<file path="config.mk">
export PLATFORM = sky130hd
export DESIGN_NAME = line_fill_buffer
export DESIGN_NICKNAME = d
export VERILOG_FILES = /design/src/rtl/line_fill_buffer.sv
export SDC_FILE = /design/constraint.sdc
export NUM_CORES = 2
export LEC_CHECK = 0
export CAP_MARGIN = 30
export CORE_AREA = 3 3 463 465
export DETAILED_ROUTE_END_ITERATION = 7
export DIE_AREA = 0 0 466 468
export GPL_ROUTABILITY_DRIVEN = 1
export PLACE_DENSITY = 0.47
export SETUP_SLACK_MARGIN = 0.4
export SYNTH_ARGS = -nofsm -noshare
export SYNTH_HDL_FRONTEND = slang
export SYNTH_SLANG_ARGS = --single-unit
</file>
<file path="constraint.sdc">
create_clock -name clk -period 3.8 [get_ports clk]
set_input_delay 0.38 -clock clk [delete_from_list [all_inputs] [get_ports clk]]
set_output_delay 0.38 -clock clk [all_outputs]
set_load 0.05 [all_outputs]
</file>
<file path="src/rtl/line_fill_buffer.sv">
// Line fill buffer: fetches one cache line critical-word-first with wrap-around,
// assembles it into a flat line register (word k at bits [32k+31:32k]) and
// signals early restart (critical word) and line completion.
module line_fill_buffer #(
  parameter int WORDS  = 32,
  parameter int WORD_W = 32,
  parameter int ADDR_W = 32
) (
  input  logic                      clk,
  input  logic                      reset,
  input  logic                      fill_start,
  input  logic [ADDR_W-1:0]         fill_addr,
  input  logic                      flush,
  output logic                      busy,
  output logic                      mem_req,
  output logic [ADDR_W-1:0]         mem_addr,
  input  logic                      mem_ack,
  input  logic [WORD_W-1:0]         mem_rdata,
  output logic                      crit_valid,
  output logic [WORD_W-1:0]         crit_word,
  output logic [WORDS-1:0]          valid_mask,
  output logic [WORDS*WORD_W-1:0]   line_out,
  output logic                      line_valid
);

  localparam int LOG_W  = $clog2(WORDS);
  localparam int IDX_W  = (LOG_W > 0) ? LOG_W : 1;
  localparam int OFF_W  = LOG_W + 2;
  localparam int BASE_W = ADDR_W - OFF_W;

  typedef enum logic [1:0] {
    S_IDLE,
    S_REQ,
    S_DONE
  } state_t;

  state_t                     r_state;
  state_t                     w_next;
  logic [BASE_W-1:0]          r_base;
  logic [IDX_W-1:0]           r_crit;
  logic [IDX_W-1:0]           r_cnt;
  logic [IDX_W-1:0]           w_idx;
  logic [IDX_W-1:0]           w_crit_in;
  logic                       w_accept;
  logic                       w_ack;
  logic                       w_last;
  logic                       r_crit_valid;
  logic [WORD_W-1:0]          r_crit_word;
  logic [WORDS-1:0]           r_mask;
  logic [WORDS*WORD_W-1:0]    r_line;

  // A start is only taken outside REQ and never together with flush.
  assign w_accept = fill_start && !flush && (r_state != S_REQ);
  // Acks count only while requesting; an ack coinciding with flush is dropped.
  assign w_ack    = mem_ack && (r_state == S_REQ) && !flush;
  assign w_last   = (r_cnt == IDX_W'(WORDS - 1));
  // Wrapping add in IDX_W bits gives the critical-word-first order.
  assign w_idx    = r_crit + r_cnt;

  // Single-word lines have no index field in the address.
  generate
    if (LOG_W > 0) begin : g_idx
      assign w_crit_in = fill_addr[OFF_W-1:2];
      assign mem_addr  = {r_base, w_idx, 2'b00};
    end else begin : g_noidx
      assign w_crit_in = '0;
      assign mem_addr  = {r_base, 2'b00};
    end
  endgenerate

  assign crit_valid = r_crit_valid;
  assign crit_word  = r_crit_word;
  assign valid_mask = r_mask;
  assign line_out   = r_line;

  // State register.
  always_ff @(posedge clk) begin
    if (reset) begin
      r_state <= S_IDLE;
    end else begin
      r_state <= w_next;
    end
  end

  // Next-state logic and state-decoded outputs; flush wins over everything.
  always_comb begin
    w_next     = r_state;
    busy       = 1'b0;
    mem_req    = 1'b0;
    line_valid = 1'b0;
    case (r_state)
      S_IDLE: begin
        if (w_accept) w_next = S_REQ;
      end
      S_REQ: begin
        busy    = 1'b1;
        mem_req = 1'b1;
        if (w_ack && w_last) w_next = S_DONE;
      end
      S_DONE: begin
        line_valid = 1'b1;
        w_next     = w_accept ? S_REQ : S_IDLE;
      end
      default: w_next = S_IDLE;
    endcase
    if (flush) w_next = S_IDLE;
  end

  // Fill datapath: request address, word counter, line assembly, critical word.
  always_ff @(posedge clk) begin
    if (reset) begin
      r_base       <= '0;
      r_crit       <= '0;
      r_cnt        <= '0;
      r_crit_valid <= 1'b0;
      r_crit_word  <= '0;
      r_mask       <= '0;
      r_line       <= '0;
    end else begin
      r_crit_valid <= 1'b0;
      if (flush) begin
        r_cnt  <= '0;
        r_mask <= '0;
      end else if (w_accept) begin
        r_base <= fill_addr[ADDR_W-1:OFF_W];
        r_crit <= w_crit_in;
        r_cnt  <= '0;
        r_mask <= '0;
      end else if (w_ack) begin
        for (int unsigned k = 0; k < WORDS; k++) begin
          if (w_idx == IDX_W'(k)) begin
            r_line[k*WORD_W +: WORD_W] <= mem_rdata;
            r_mask[k]                  <= 1'b1;
          end
        end
        r_cnt <= r_cnt + IDX_W'(1);
        if (r_cnt == '0) begin
          r_crit_word  <= mem_rdata;
          r_crit_valid <= 1'b1;
        end
      end
    end
  end

endmodule

</file>
Word-level counts from Yosys, hierarchy flattened

Cells that the tools add are included.

Register bits: 1,126
Input port bits: 69
Word-level logic and storage cells: 198
Output and inout bits: 1,124

$add $sub $neg: 2
Eq/ne operators: 37
Muxes and demuxes: 7
Bitwise gates (word level): 3
Reduce and logical (&&, ||, !) cells: 79

Operators with widths:

| kind                                                            | number |
|---|---|
| 4-bit AND reduction                                             | 33 |
| 5-bit == test, second input constant                            | 17 |
| 2-bit AND reduction                                             | 34 |
| 5-bit by 4-bit == test with 1-bit output, second input constant | 8 |
| 5-bit by 3-bit == test with 1-bit output, second input constant | 4 |
| 5-bit by 2-bit == test with 1-bit output, second input constant | 2 |
| 5-bit zero test                                                 | 2 |
| 2-bit one-hot mux with 3 select lines                           | 1 |
| 5-bit by 1-bit adder with 5-bit output, second input constant   | 1 |
| 5-bit adder                                                     | 1 |
| 5-bit by 1-bit == test with 1-bit output, second input constant | 1 |
| 1-bit logical AND                                               | 5 |
| 1-bit 2-to-1 mux                                                | 4 |
| 2-bit 2-to-1 mux                                                | 2 |
| 2-bit by 1-bit != test with 1-bit output, second input constant | 2 |
| 4-bit OR reduction                                              | 1 |
| 1-bit NOT                                                       | 3 |
| 3-bit OR reduction                                              | 1 |
| 2-bit by 1-bit == test with 1-bit output, second input constant | 1 |
| 2-bit == test, second input constant                            | 1 |
| 2-bit zero test                                                 | 1 |
| 2-bit != test, second input constant                            | 1 |
| 2-bit OR reduction                                              | 1 |
| 1-bit zero test                                                 | 1 |

Depth between registers and ports, before layout

Word-level depth: 6
Mapped depth: 9

Worst setup path before layout

No wires, ideal clock.

Path kind: register to register
Start: register r_cnt[0]
End: register r_line[610], in the netlist line_out[610]
Stages on the path, launching flop included: 8
Arrival: 2.826 ns
Path slack: 0.842 ns
Data required time: 3.668 ns
Period minus slack after synthesis: 2.958 ns
Library setup time: 0.132 ns
Path buffers: 2
Cells stage by stage: dfxtp_1 > ha_1 > fa_1 > and4_1 > clkbuf_1 > o2111ai_1 > buf_2 > mux2i_1

Word-level cells in the longest chain between the ends: 3

Ends and longest elaborated chain:

| item                                 | line | text |
|---|---|---|
| start, declared                      | 41   | `logic [IDX_W-1:0] r_cnt;` |
| start signal, assigned               | 136  | `r_cnt <= r_cnt + IDX_W'(1);` |
| 5-bit adder                          | 58   | `assign w_idx = r_crit + r_cnt;` |
| via mem_addr[3]                      | 16   | `output logic [ADDR_W-1:0] mem_addr,` |
| 5-bit == test                        | 131  | `if (w_idx == IDX_W'(k)) begin` |
| 4-bit AND reduction (no source line) | -    |  |
| end signal, assigned by index        | 132  | `r_line[k*WORD_W +: WORD_W] <= mem_rdata;` |
| end, declared                        | 50   | `logic [WORDS*WORD_W-1:0] r_line;` |

The timed path passes the listed nets, and every way through them passes these cells.
A chain may end at the register's enable or synchronous reset.

Final worst setup path

Start: register r_cnt[0]
End: register r_line[292], in the netlist line_out[292]

Word-level cells in the longest chain between the ends: 3

Ends and longest elaborated chain:

| item                                     | line |
|---|---|
| 5-bit adder                              | 58 |
| 5-bit by 4-bit == test with 1-bit output | 131 |
| 4-bit AND reduction (no source line)     | - |

Every way passes these cells.

==> results by group <==
Logic synthesis
  • Sequential area share after synthesis: 0.5236
  • EDFF count, synth: 0
  • Count of cell types in the netlist: 42
  • Synth Area in Compound Gates: 0.02398
  • Cell Area, Synth: roughly 43000 um2
  • Post-synthesis mux area share: 0.2381
  • Post-synthesis xor/xnor area fraction: 0.001192
  • Main synth FF type: dfxtp_1
  • Yosys warnings: 0
  • Largest family of logic cells by synthesized area: multiplexers
  • Post-Syn Instances: 3922
  • Post-Synth Adder-Cell Area: 0.002499
  • Post-synth ARST share: 0
  • FF+latch count, synth: 1126
  • Mapped Avg Cell Area: between 10 and 15 um2
  • Post-Synth Simple-Gate Area: 0.1718

Layout
  • Layout Nets: 5072
  • Layout fillers: around 22000
  • Non-filler cells, final: slightly below 8000
  • Layout cells sized above 1: 0.07422
  • Layout area overhead: 46.56%
  • Area of the multi-input gates: ~20000 um2
  • Register Area: between 20000 and 25000 um2

Critical path
  • Cells on worst reg2reg path: 8
  • Crit path required time: 4420 ps
  • R2R Setup Slk: about 540 ps
  • Crit path DAT: slightly below 4000 ps
  • Reg2reg start: r_cnt[0]$_SDFFE_PP0P_
  • CP Capture Type: flip-flop
  • Startpoint Class: flip-flop
  • Critical path type: reg -> reg
  • R2r endpoint: line_out[292]$_SDFFE_PP0P_
  • Crit-path max FO: 33

Clock tree
  • Clock Path Buffers: 3
  • # clock sinks: 1126
  • Worst-Skew Late Latency: 800 ps
  • CTS root buf: clkbuf_16
  • TritonCTS clock tree: built
  • TritonCTS Buffers: approximately 140
  • Clock transition at path regs: roughly 60 ps
  • H-tree depth: 4

Die
  • Initial core utilization: 0.2050
  • Die width: ~470 um
  • Full die area: 218100 um2
  • Io pins: 1193
  • Core Footprint: 210000 um2
  • Die Y: ~470 um
  • Rows: between 150 and 200

Timing
  • Period utilization: 0.8580
  • Endpoints failing setup: 0
  • Worst slew pin tran: ~1000 ps
  • F_max: roughly 0.31 GHz
  • Relative slew margins: 0.3324
  • Final hold violation count: 0
  • Final min period: around 3300 ps
  • RSZ-0062 raised after global routing: yes
  • Max-slew violations: 0
  • Clock skew: around 40 ps
  • Final worst setup slack: around 540 ps
  • Min Hold Slack: approximately 160 ps
  • Setup total negative slack: 0 ps

Global route
  • Vias in the first global route: around 32000
  • GRT met1 Usage: 0.2119
  • Grt ovf: 0
  • GRT busiest layer: met2
  • Met2 Usage GRT: 0.2962
  • First-pass GRT wire length: 273500 um
  • Met3 Usage GRT: 0.07397
  • Initial antenna violation count: 36
  • Largest net degree at the start of global routing: ~140
  • GRT Overall Usage: 0.1790

Routing
  • Vias/cell: ~4
  • Via count: 32108
  • Antenna viol nets, final: 0
  • DR WL/cell: about 26 um
  • Initial DRC Count: 1868
  • Final WL: 203400 um
  • Drt pass-1 iters: 4
  • # DRC: 0

Worst hold path
  • Hold depth: 3
  • WHS Endpoint: r_base[13]$_SDFFE_PP0P_
  • Worst hold path type: in -> reg
  • Worst hold path startpoint: fill_addr[20]

Outcome
  • Status: finished, final reports clean

Place
  • Dpl cells: about 7600
  • Placer Congestion: about 0.8
  • Dpl hpwl: roughly 140000 um
  • Pre-CTS setup slack: just over 400 ps
  • Number of port buffers: around 1200

Power and ir drop
  • P_leak: between 20 and 30 nW
  • Overall power: ~26 mW
  • PD cells: a little over 400 nW/um2
  • Max VDD drop: 440.4 uV

Run
  • Max Cap Viol: 0
==> layout by cell type, fill, tap and decap left out, types with 4 or more instances in the layout <==
master	synthesis	layout
clkinv_2	0	9
clkbuf_1	243	49
nor4_4	4	4
clkbuf_8	0	20
diode_2	0	13
nor2_1	4	4
o221ai_4	0	7
nand2b_1	1057	1025
o2111ai_4	0	24
nand2b_2	0	10
inv_1	35	35
buf_4	21	66
clkbuf_16	0	142
buf_6	0	9
buf_12	0	22
dfxtp_1	1126	1126
clkdlybuf4s50_1	0	1183
ha_1	7	7
nand2_1	133	132
mux2i_1	1024	1024
a21oi_1	100	97
inv_16	0	4
clkinv_8	0	4
nand2b_4	0	22
and4_1	4	4
==> state kept, by name (all words and copies together), names as in the netlist <==
name        cells
crit_valid      1
crit_word      32
line_out     1024
r_base         25
r_cnt           5
r_crit          5
r_state         2
valid_mask     32
==> synthesized netlist by cell type, types with 3 or more instances <==
master	n	area [um2]
nand2_1	133	499.2
buf_4	21	157.7
a21oi_1	100	500.5
nor4_4	4	85.08
inv_1	35	131.4
nand2b_1	1057	6613
xor2_1	3	26.28
nand3_1	4	20.02
nor2_1	4	15.01
o2111ai_2	23	345.3
nor3_1	4	20.02
o221ai_2	6	90.09
clkbuf_1	243	912.1
buf_2	92	460.4
ha_1	7	87.58
and4_1	4	35.03
dfxtp_1	1126	22540
and3_1	4	25.02
mux2i_1	1024	10250
==> power breakdown <==
part / total (mW) / leakage [nW] / switching [mW] / internal, mW
Sequential: 11.9 / 9.07 / 0.0172 / 11.8
Combinational: 1.24 / 16.6 / 0.845 / 0.394
Clock: 13.0 / 2.13 / 5.51 / 7.52
==> metrics by stage <==
step           utilization  instance area, um2
2_1_floorplan            -               43050
3_3_place_gp        0.2782               58430
3_5_place_dp        0.2788               58550
4_1_cts             0.2999               62980
5_1_grt             0.3004               63070
6_report            0.3005               63090
==> critical path, stage by stage (launching register included) <==
cell	delay, ps
dfxtp_1	360
ha_1	240
fa_1	450
xnor2_2	370
inv_2	150
nor4_4	600
o2111ai_4	260
buf_4	410
mux2i_1	210
==> per-layer routing <==
metal | vias to the layer above | share of wire
met5 | - | 0.00072
met2 | 1137 | 0.46
met3 | 239 | 0.095
li1 | 15067 | -
met4 | 22 | 0.025
met1 | 15643 | 0.41
==> what timing repair did <==
action | in CTS | in global routing
pin swaps | 1 | 0
hold buffers | 1 | 0
setup endpoints to repair | 5 | 279
hold endpoints to repair | 2 | 0
buffers inserted | 2 | 7
resized for setup | 9 | 11
==> how the worst max path moves through the flow <==
stage                     startpoint                           to  slack [ps]
2_1_floorplan  r_cnt[0]$_SDFFE_PP0P_   line_out[610]$_SDFFE_PP0P_         840
3_3_place_gp                   flush    line_out[35]$_SDFFE_PP0P_         440
3_5_place_dp   r_cnt[0]$_SDFFE_PP0P_  line_out[1002]$_SDFFE_PP0P_         410
4_1_cts        r_cnt[2]$_SDFFE_PP0P_                  mem_addr[5]         330
5_1_grt        r_cnt[2]$_SDFFE_PP0P_   line_out[288]$_SDFFE_PP0P_         390
6_report       r_cnt[0]$_SDFFE_PP0P_   line_out[292]$_SDFFE_PP0P_         540
==> cell type report <==
type / count / area share
Sequential cell: 1126 / 0.3573
Multi-Input combinational cell: 2404 / 0.3088
Timing Repair Buffer: 1288 / 0.2062
Clock buffer: 211 / 0.06360
Tap cell: 2805 / 0.05562
Clock inverter: 28 / 0.005870
Inverter: 36 / 0.002142
Antenna cell: 13 / 0.0005156
==> kinds of logic after synthesis <==
kind of cell	after synthesis
AOI/OAI and AO/OA	140
xor gates and xnor gates	5
adders and majority gates	8
buffers and inverters	393
DFF	1126
muxes	1024
other	1
and+or+nand+nor	1225
Note: power is estimated with default switching activity, not from simulation.
